--- src/rtl/ps2_letter_tx.sv ---
// PS/2 device-side transmitter: turns a letter index (A..Z) into Set-2 scan-code frames with a self-generated PS/2 clock.
// Define PS2_TX_BREAK_EN to send make, F0, make (full press/release); otherwise only the make code is sent.
module ps2_letter_tx #(
  parameter int CLK_DIV = 2500,
  parameter int GAP     = 5000
) (
  input  logic       CLOCK_50,
  input  logic       resetn,
  input  logic [4:0] letter,
  input  logic       send,
  output logic       ready,
  output logic       done,
  output logic       err,
  output logic       ps2_clk_o,
  output logic       ps2_dat_o
);

  localparam int HW = (CLK_DIV > 1) ? $clog2(CLK_DIV) : 1;
  localparam int GW = (GAP > 1) ? $clog2(GAP) : 1;
  localparam logic [HW-1:0] HALF_LAST = HW'(CLK_DIV - 1);
  localparam logic [GW-1:0] GAP_LAST  = GW'(GAP - 1);
`ifdef PS2_TX_BREAK_EN
  localparam logic [1:0] LAST_FRAME = 2'd2;
`else
  localparam logic [1:0] LAST_FRAME = 2'd0;
`endif

  typedef enum logic [1:0] {
    S_IDLE  = 2'd0,
    S_FRAME = 2'd1,
    S_GAP   = 2'd2
  } state_t;

  function automatic logic [7:0] scan_code(input logic [4:0] idx);
    case (idx)
      5'd0:    scan_code = 8'h1C;
      5'd1:    scan_code = 8'h32;
      5'd2:    scan_code = 8'h21;
      5'd3:    scan_code = 8'h23;
      5'd4:    scan_code = 8'h24;
      5'd5:    scan_code = 8'h2B;
      5'd6:    scan_code = 8'h34;
      5'd7:    scan_code = 8'h33;
      5'd8:    scan_code = 8'h43;
      5'd9:    scan_code = 8'h3B;
      5'd10:   scan_code = 8'h42;
      5'd11:   scan_code = 8'h4B;
      5'd12:   scan_code = 8'h3A;
      5'd13:   scan_code = 8'h31;
      5'd14:   scan_code = 8'h44;
      5'd15:   scan_code = 8'h4D;
      5'd16:   scan_code = 8'h15;
      5'd17:   scan_code = 8'h2D;
      5'd18:   scan_code = 8'h1B;
      5'd19:   scan_code = 8'h2C;
      5'd20:   scan_code = 8'h3C;
      5'd21:   scan_code = 8'h2A;
      5'd22:   scan_code = 8'h1D;
      5'd23:   scan_code = 8'h22;
      5'd24:   scan_code = 8'h35;
      5'd25:   scan_code = 8'h1A;
      default: scan_code = 8'h00;
    endcase
  endfunction

  function automatic logic odd_parity(input logic [7:0] b);
    odd_parity = ~(^b);
  endfunction

  // Bit 0 is the start bit; bit 10 is the stop bit.
  function automatic logic [10:0] frame_word(input logic [7:0] b);
    frame_word = {1'b1, odd_parity(b), b, 1'b0};
  endfunction

  state_t          state, state_nxt;
  logic [HW-1:0]   half_cnt, half_nxt;
  logic            low_half, low_nxt;
  logic [3:0]      bit_idx, bit_nxt;
  logic [1:0]      frame_idx, frame_nxt;
  logic [GW-1:0]   gap_cnt, gap_nxt;
  logic [7:0]      code, code_nxt;
  logic [7:0]      data_nxt;
  logic [10:0]     word_nxt;
  logic            ready_nxt, done_nxt, err_nxt, clk_nxt, dat_nxt;

  // Next-state logic; outputs are derived from the next state so they register cleanly.
  always_comb begin
    state_nxt = state;
    half_nxt  = half_cnt;
    low_nxt   = low_half;
    bit_nxt   = bit_idx;
    frame_nxt = frame_idx;
    gap_nxt   = gap_cnt;
    code_nxt  = code;
    done_nxt  = 1'b0;
    err_nxt   = 1'b0;
    case (state)
      S_IDLE: begin
        half_nxt  = '0;
        low_nxt   = 1'b0;
        bit_nxt   = 4'd0;
        frame_nxt = 2'd0;
        gap_nxt   = '0;
        if (send) begin
          if (letter <= 5'd25) begin
            code_nxt  = scan_code(letter);
            state_nxt = S_FRAME;
          end else begin
            err_nxt = 1'b1;
          end
        end else begin
          state_nxt = S_IDLE;
        end
      end
      S_FRAME: begin
        if (half_cnt == HALF_LAST) begin
          half_nxt = '0;
          if (low_half) begin
            low_nxt = 1'b0;
            if (bit_idx == 4'd10) begin
              bit_nxt = 4'd0;
              if (frame_idx == LAST_FRAME) begin
                state_nxt = S_IDLE;
                frame_nxt = 2'd0;
                done_nxt  = 1'b1;
              end else begin
                state_nxt = S_GAP;
                frame_nxt = frame_idx + 2'd1;
                gap_nxt   = '0;
              end
            end else begin
              bit_nxt = bit_idx + 4'd1;
            end
          end else begin
            low_nxt = 1'b1;
          end
        end else begin
          half_nxt = half_cnt + HW'(1);
        end
      end
      S_GAP: begin
        if (gap_cnt == GAP_LAST) begin
          gap_nxt   = '0;
          state_nxt = S_FRAME;
        end else begin
          gap_nxt = gap_cnt + GW'(1);
        end
      end
      default: begin
        state_nxt = S_IDLE;
      end
    endcase

    // The middle frame of a break sequence carries the F0 prefix.
    if (frame_nxt == 2'd1) begin
      data_nxt = 8'hF0;
    end else begin
      data_nxt = code_nxt;
    end
    word_nxt  = frame_word(data_nxt);
    ready_nxt = (state_nxt == S_IDLE);
    if (state_nxt == S_FRAME) begin
      clk_nxt = ~low_nxt;
      dat_nxt = word_nxt[bit_nxt];
    end else begin
      clk_nxt = 1'b1;
      dat_nxt = 1'b1;
    end
  end

  // State, counters and registered outputs with synchronous active-low reset.
  always_ff @(posedge CLOCK_50) begin
    if (!resetn) begin
      state     <= S_IDLE;
      half_cnt  <= '0;
      low_half  <= 1'b0;
      bit_idx   <= 4'd0;
      frame_idx <= 2'd0;
      gap_cnt   <= '0;
      code      <= 8'h00;
      ready     <= 1'b1;
      done      <= 1'b0;
      err       <= 1'b0;
      ps2_clk_o <= 1'b1;
      ps2_dat_o <= 1'b1;
    end else begin
      state     <= state_nxt;
      half_cnt  <= half_nxt;
      low_half  <= low_nxt;
      bit_idx   <= bit_nxt;
      frame_idx <= frame_nxt;
      gap_cnt   <= gap_nxt;
      code      <= code_nxt;
      ready     <= ready_nxt;
      done      <= done_nxt;
      err       <= err_nxt;
      ps2_clk_o <= clk_nxt;
      ps2_dat_o <= dat_nxt;
    end
  end

endmodule

--- config.mk ---
export PLATFORM = sky130hd
export DESIGN_NAME = ps2_letter_tx
export DESIGN_NICKNAME = d
export VERILOG_FILES = /design/src/rtl/ps2_letter_tx.sv
export SDC_FILE = /design/constraint.sdc
export NUM_CORES = 1
export LEC_CHECK = 0
export BUFFER_PORTS_ARGS = -buffer_cell sky130_fd_sc_hd__buf_2
export CAP_MARGIN = 10
export CORE_MARGIN = 3
export CORE_UTILIZATION = 50
export CTS_CLUSTER_DIAMETER = 150
export DETAILED_ROUTE_END_ITERATION = 8
export GPL_ROUTABILITY_DRIVEN = 0
export GPL_TIMING_DRIVEN = 0
export HOLD_SLACK_MARGIN = 0.02
export PLACE_DENSITY = 0.8
export SLEW_MARGIN = 20
export SYNTH_ARGS = -nofsm -noshare
export SYNTH_HDL_FRONTEND = slang
export SYNTH_SLANG_ARGS = --single-unit
--- constraint.sdc ---
create_clock -name CLOCK_50 -period 3 [get_ports CLOCK_50]
set_input_delay 0.3 -clock CLOCK_50 [delete_from_list [all_inputs] [get_ports CLOCK_50]]
set_output_delay 0.3 -clock CLOCK_50 [all_outputs]
set_load 0.1 [all_outputs]
# Yosys cells after proc, flatten, opt, wreduce, memory -nomap -nowiden

Memory sizes are Yosys's and may differ from the RTL's.
Cells that the tools add are included.

$add $sub $neg: 4
$lt $le $gt $ge: 2
Equal/unequal tests: 11
Multiplexer cells: 36
Bitwise logic cells: 2
Reductions and logical operators: 10

Operators with widths:

| operator                                              | count |
|---|---|
| 2-to-1 mux 13 bit                                     | 5 |
| case mux 13 bit (3 select lines)                      | 1 |
| 2-to-1 mux 8 bit                                      | 4 |
| case mux 12 bit (2 select lines)                      | 1 |
| 2-to-1 mux 2 bit                                      | 11 |
| adder 13 x 1 -> 13 bit, second input constant         | 1 |
| equality test 13 bit, second input constant           | 1 |
| adder 12 x 1 -> 12 bit, second input constant         | 1 |
| equality test 12 bit, second input constant           | 1 |
| 2-to-1 mux 12 bit                                     | 1 |
| 2-to-1 mux 4 bit                                      | 3 |
| AND reduction 5 bit                                   | 2 |
| != test 2 bit, second input constant                  | 4 |
| case mux 4 bit (2 select lines)                       | 1 |
| XOR reduction 8 bit                                   | 1 |
| equality test 2 x 1 -> 1 bit, second input constant   | 3 |
| zero test 2 bit                                       | 3 |
| case mux 2 bit (3 select lines)                       | 1 |
| less-or-equal comparator 5 bit, second input constant | 1 |
| < comparator 4 x 5 -> 1 bit, second input constant    | 1 |
| 2-to-1 mux 1 bit                                      | 5 |
| adder 4 x 1 -> 4 bit, second input constant           | 1 |
| binary-select mux 1 bit (select 4 bit)                | 1 |
| equality test 4 bit, second input constant            | 1 |
| other kinds (9)                                       | 10 |

Register bits after elaboration: 47
Memory bits (read-only): 224
Input port bits: 8
Output and inout bits: 5
Logic and storage cells: 78
Memories: 1

Memory list:

| name             | words | bits a word | rd ports | clocked after Yosys merged registers in | write ports | line | text |
|---|---|---|---|---|---|---|---|
| (name not given) | 32    | 7           | 1        | 0                                       | 0           | 35   | `case (idx)` |

# Longest topological paths before layout

Depth in word-level cells: 12
Mapped depth: 12
Depth with buffers taken out: 10

# Worst setup path after synthesis

OpenSTA, ideal clock, no wires.

Path type: input-to-reg
Start point: input letter[2]
End point: register ps2_dat_o
Setup time: 135 ps
Arrival: 2,773 ps
Data required time: 2,865 ps
Setup slack: 91 ps
Stages on the path: 12
Buffers on the path: 2
Cells stage by stage: clkbuf_1 > inv_1 > ha_1 > nor2b_1 > o31ai_2 > clkbuf_1 > a31oi_1 > a22o_1 > xnor2_1 > xnor3_2 > o211ai_1 > o311ai_1

Word-level cells in the longest chain between the ends: 9
Elaborated cells on any way between the ends: 15
Classes of those cells: order compare (1); eq/ne (1); mux (9); bitwise (1); reduce/logical (2); memory (1)

RTL lines:

| element                                                                    | line | text |
|---|---|---|
| from (decl)                                                                | 9    | `input logic [4:0] letter,` |
| memory read (32 x 7 bit) or less-or-equal comparator 5 bit (tied branches) | --   |  |
| 2-to-1 mux 8 bit                                                           | 105  | `if (letter <= 5'd25) begin` |
| 2-to-1 mux 8 bit                                                           | 104  | `if (send) begin` |
| 2-to-1 mux 8 bit                                                           | 97   | `case (state)` |
| 2-to-1 mux 8 bit                                                           | 155  | `if (frame_nxt == 2'd1) begin` |
| XOR reduction 8 bit                                                        | 67   | `odd_parity = ~(^b);` |
| inverter 1 bit                                                             | 67   |  |
| binary-select mux 1 bit (select 4 bit)                                     | 164  | `dat_nxt = word_nxt[bit_nxt];` |
| 2-to-1 mux 1 bit (not written as such)                                     | 164  |  |
| to (signal assigned)                                                       | 198  | `ps2_dat_o <= dat_nxt;` |
| to (decl)                                                                  | 15   | `output logic ps2_dat_o` |

Several ways; a longest one is shown, not always the timed one. The select of a mux whose other input is x is not followed.
A chain may end at the register's enable or synchronous reset.

# Worst setup path in the final report

Same ends and word-level chain as after synthesis.

==> results.tsv <==
stage	metric	value	unit
final_layout	area_delta_synth_final	9.290	%
power	ir_drop	188.1	µV
die	core_area	5574	µm²
hold_path	hold_class	in -> reg	
clocking	htreeDepth	2	
synth	netlist_area	2909	µm²
die	dieArea	6769	µm²
power	power_density	420.4	nW/µm²
synth	async_reset_ff_share	0	%
clocking	clkTransAtPathRegs	0.09	ns
final_layout	fin_util	57.04	%
critical_path	path_cells	buf_2, inv_1, ha_1, nor2b_1, o31ai_2, clkbuf_2, mux2i_1, xnor2_1, xnor3_2, o211ai_1, o311ai_1	
clocking	cts-root-buf	clkbuf_8	
timing	min_period_over_period	92.57	%
timing	period_needed	2.777	ns
job	maxCapViolCount	0	
global_routing	grt_pass1_wl	11010	µm
critical_path	reg2reg_from	half_cnt[3]	
final_layout	layout-drive-gt1-share	12.01	%
critical_path	startpoint_type	primary input	
global_routing	first_global_vias	2416	
synth	syn_nets	386	
routing	via_per_inst	5.752	
critical_path	critPathCaptureType	flip-flop	
global_routing	antenna_found_initial	0	
die	die_y	82.28	µm
timing	rsz0062_at_grt	no	
routing	routedWlPerCell	13.92	µm
critical_path	cp.required	3.17	ns
status	status	completed	
final_layout	nets	404	
synth	ys_types	62	
clocking	numClockSinks	47	
synth	synth_ff_type	dfxtp_1	
routing	antenna_left	0	
timing	fmax	360.1	MHz
global_routing	grt_max_degree	15	
global_routing	track_usage	20.34	%
power	leakage	1.215	nW
critical_path	cp-startpoint	letter[2]	
routing	drt_iter0_drc	166	
routing	vias	2617	
die	rows	27	
final_layout	layout_common_cells	dfxtp_1, nor2_1, nand2_1, o21ai_0, a21oi_1	
place	dpl.hpwl	4531	µm
die	initial_utilization	52.19	%
synth	synth_seq_area_share	32.34	%
final_layout	diodes	0	
critical_path	crit_slowest_cell	mux2i_1	
critical_path	cpLargestDelayFamily	buffers and inverters	
timing	setup-tns-final	0	ns
final_layout	mostFrequentLayoutCell	dfxtp_1	
routing	firstDrtPassIters	4	
timing	setup_violations	0	
global_routing	grt.overflow.total	0	
timing	relSlewSlack	56.29	%
place	numPortBuffers	10	
critical_path	crit_type	in -> reg	
timing	hold_viol_final	0	
hold_path	hold_start	resetn	
synth	synth_edf_count	0	
critical_path	crit_buf_inv	3	
timing	final.setup_skew	0.01041	ns
critical_path	arrival	2.95	ns
synth	yosysWarningCount	0	
routing	routed_wirelength	6332	µm
clocking	clk_latency	0.31	ns
critical_path	r2r_cells	10	
timing	slew_viol_final	0	
critical_path	path_depth	11	
critical_path	slowest_delay	0.38	ns
synth	synth_cells	364	
clocking	cts_inserted_buffers	5	
clocking	cts_tree	yes	
die	die_w	82.28	µm
synth	synth_seq_cells	47	
critical_path	crit_fanout	13	
synth	avgSynthCellArea	7.992	µm²
clocking	clk_path_buf_depth	2	
die	io_pins	13	
final_layout	n_fill_cell	516	
routing	drcViolationCount	0	
timing	worst_slew_pin_slew	0.6497	ns
hold_path	hold_depth	3	
per-stage QoR:
step	setup slack [ns]	cells	power [mW]	area [µm²]	hold slack, ns
global placement	-0.4269	446	0.8551	3049	0.4488
global route	0.06160	455	1.389	3179	0.2674
CTS	0.1345	453	1.342	3164	0.2629
floorplan	0.09128	364	0.8150	2909	0.4194
finish	0.2228	455	1.336	3179	0.2655
detailed placement	-0.4926	446	0.8576	3049	0.4524
power by group:
part / internal, mW / leakage, nW / total [mW] / switching (mW)
Combinational: 0.0822 / 0.774 / 0.208 / 0.126
Sequential: 0.635 / 0.380 / 0.638 / 0.00337
Clock: 0.270 / 0.0612 / 0.490 / 0.220
Total: 0.987 / 1.22 / 1.34 / 0.350
logic make-up after synthesis:
| family | count (synthesis) | synth area share (%) |
|---|---|---|
| AOI/OAI and AO/OA | 95 | 21.20 |
| xor gates and xnor gates | 5 | 2.495 |
| buffers and inverters | 33 | 4.774 |
| DFF | 47 | 32.34 |
| and+or+nand+nor | 157 | 27.70 |
| adders and majority gates | 14 | 6.022 |
| muxes | 13 | 5.462 |
metal layers:
metal | wire (µm) | up-vias | GRT usage [%]
li1 | - | 1342 | -
met1 | 3031 | 1222 | 26.68
met2 | 3027 | 46 | 33.57
met3 | 190 | 7 | 3.579
met4 | 83 | 0 | 6.811
met5 | 0 | - | 0
cell type report:
class | instances | area (µm²) | area share [%]
Timing Repair Buffer | 12 | 65.06 | 2.046
Inverter | 15 | 56.30 | 1.771
Multi-Input combinational cell | 284 | 1829 | 57.54
Sequential cell | 47 | 940.9 | 29.59
Buffer | 17 | 80.08 | 2.519
Clock inverter | 2 | 35.03 | 1.102
Tap cell | 72 | 90.09 | 2.834
Clock buffer | 6 | 82.58 | 2.597
synth_stat cells (8+ instances only):
library cell | instances | area (µm²)
o21ai_0 | 27 | 135.1
ha_1 | 14 | 175.2
a21oi_1 | 26 | 130.1
a31oi_1 | 10 | 62.56
nand2_1 | 32 | 120.1
nand3_1 | 14 | 70.07
nor2_1 | 46 | 172.7
dfxtp_1 | 47 | 940.9
inv_1 | 14 | 52.55
mux2i_1 | 8 | 80.08
nor3_1 | 12 | 60.06
clkbuf_1 | 15 | 56.30
path summary, 6_finish.rpt:
kind / endpoint / slack (ns)
max: ps2_dat_o / 0.22
min reg2reg: gap_cnt[11] / 0.46
min: err / 0.27
max reg2reg: ps2_dat_o / 0.23
flip-flops by register name, summed over array words and instances, names as in the netlist, 2 cells and up:
name / count
frame_idx: 2
code: 8
bit_idx: 4
gap_cnt: 13
half_cnt: 12
state: 2
timing repair:
| action | CTS | global route |
|---|---|---|
| gates cloned | 0 | 0 |
| buffers inserted | 0 | 2 |
| hold buffers | 0 | 0 |
| pin swaps | 0 | 1 |
| resized for setup | 1 | 0 |
| endpoints found under the setup margin | 1 | 2 |
tightest hold or removal path: stages:
cell and delay (ns):
buf_2 0.13, nand2_1 0.06, nor4_1 0.04
(Power assumes the default switching activity.)
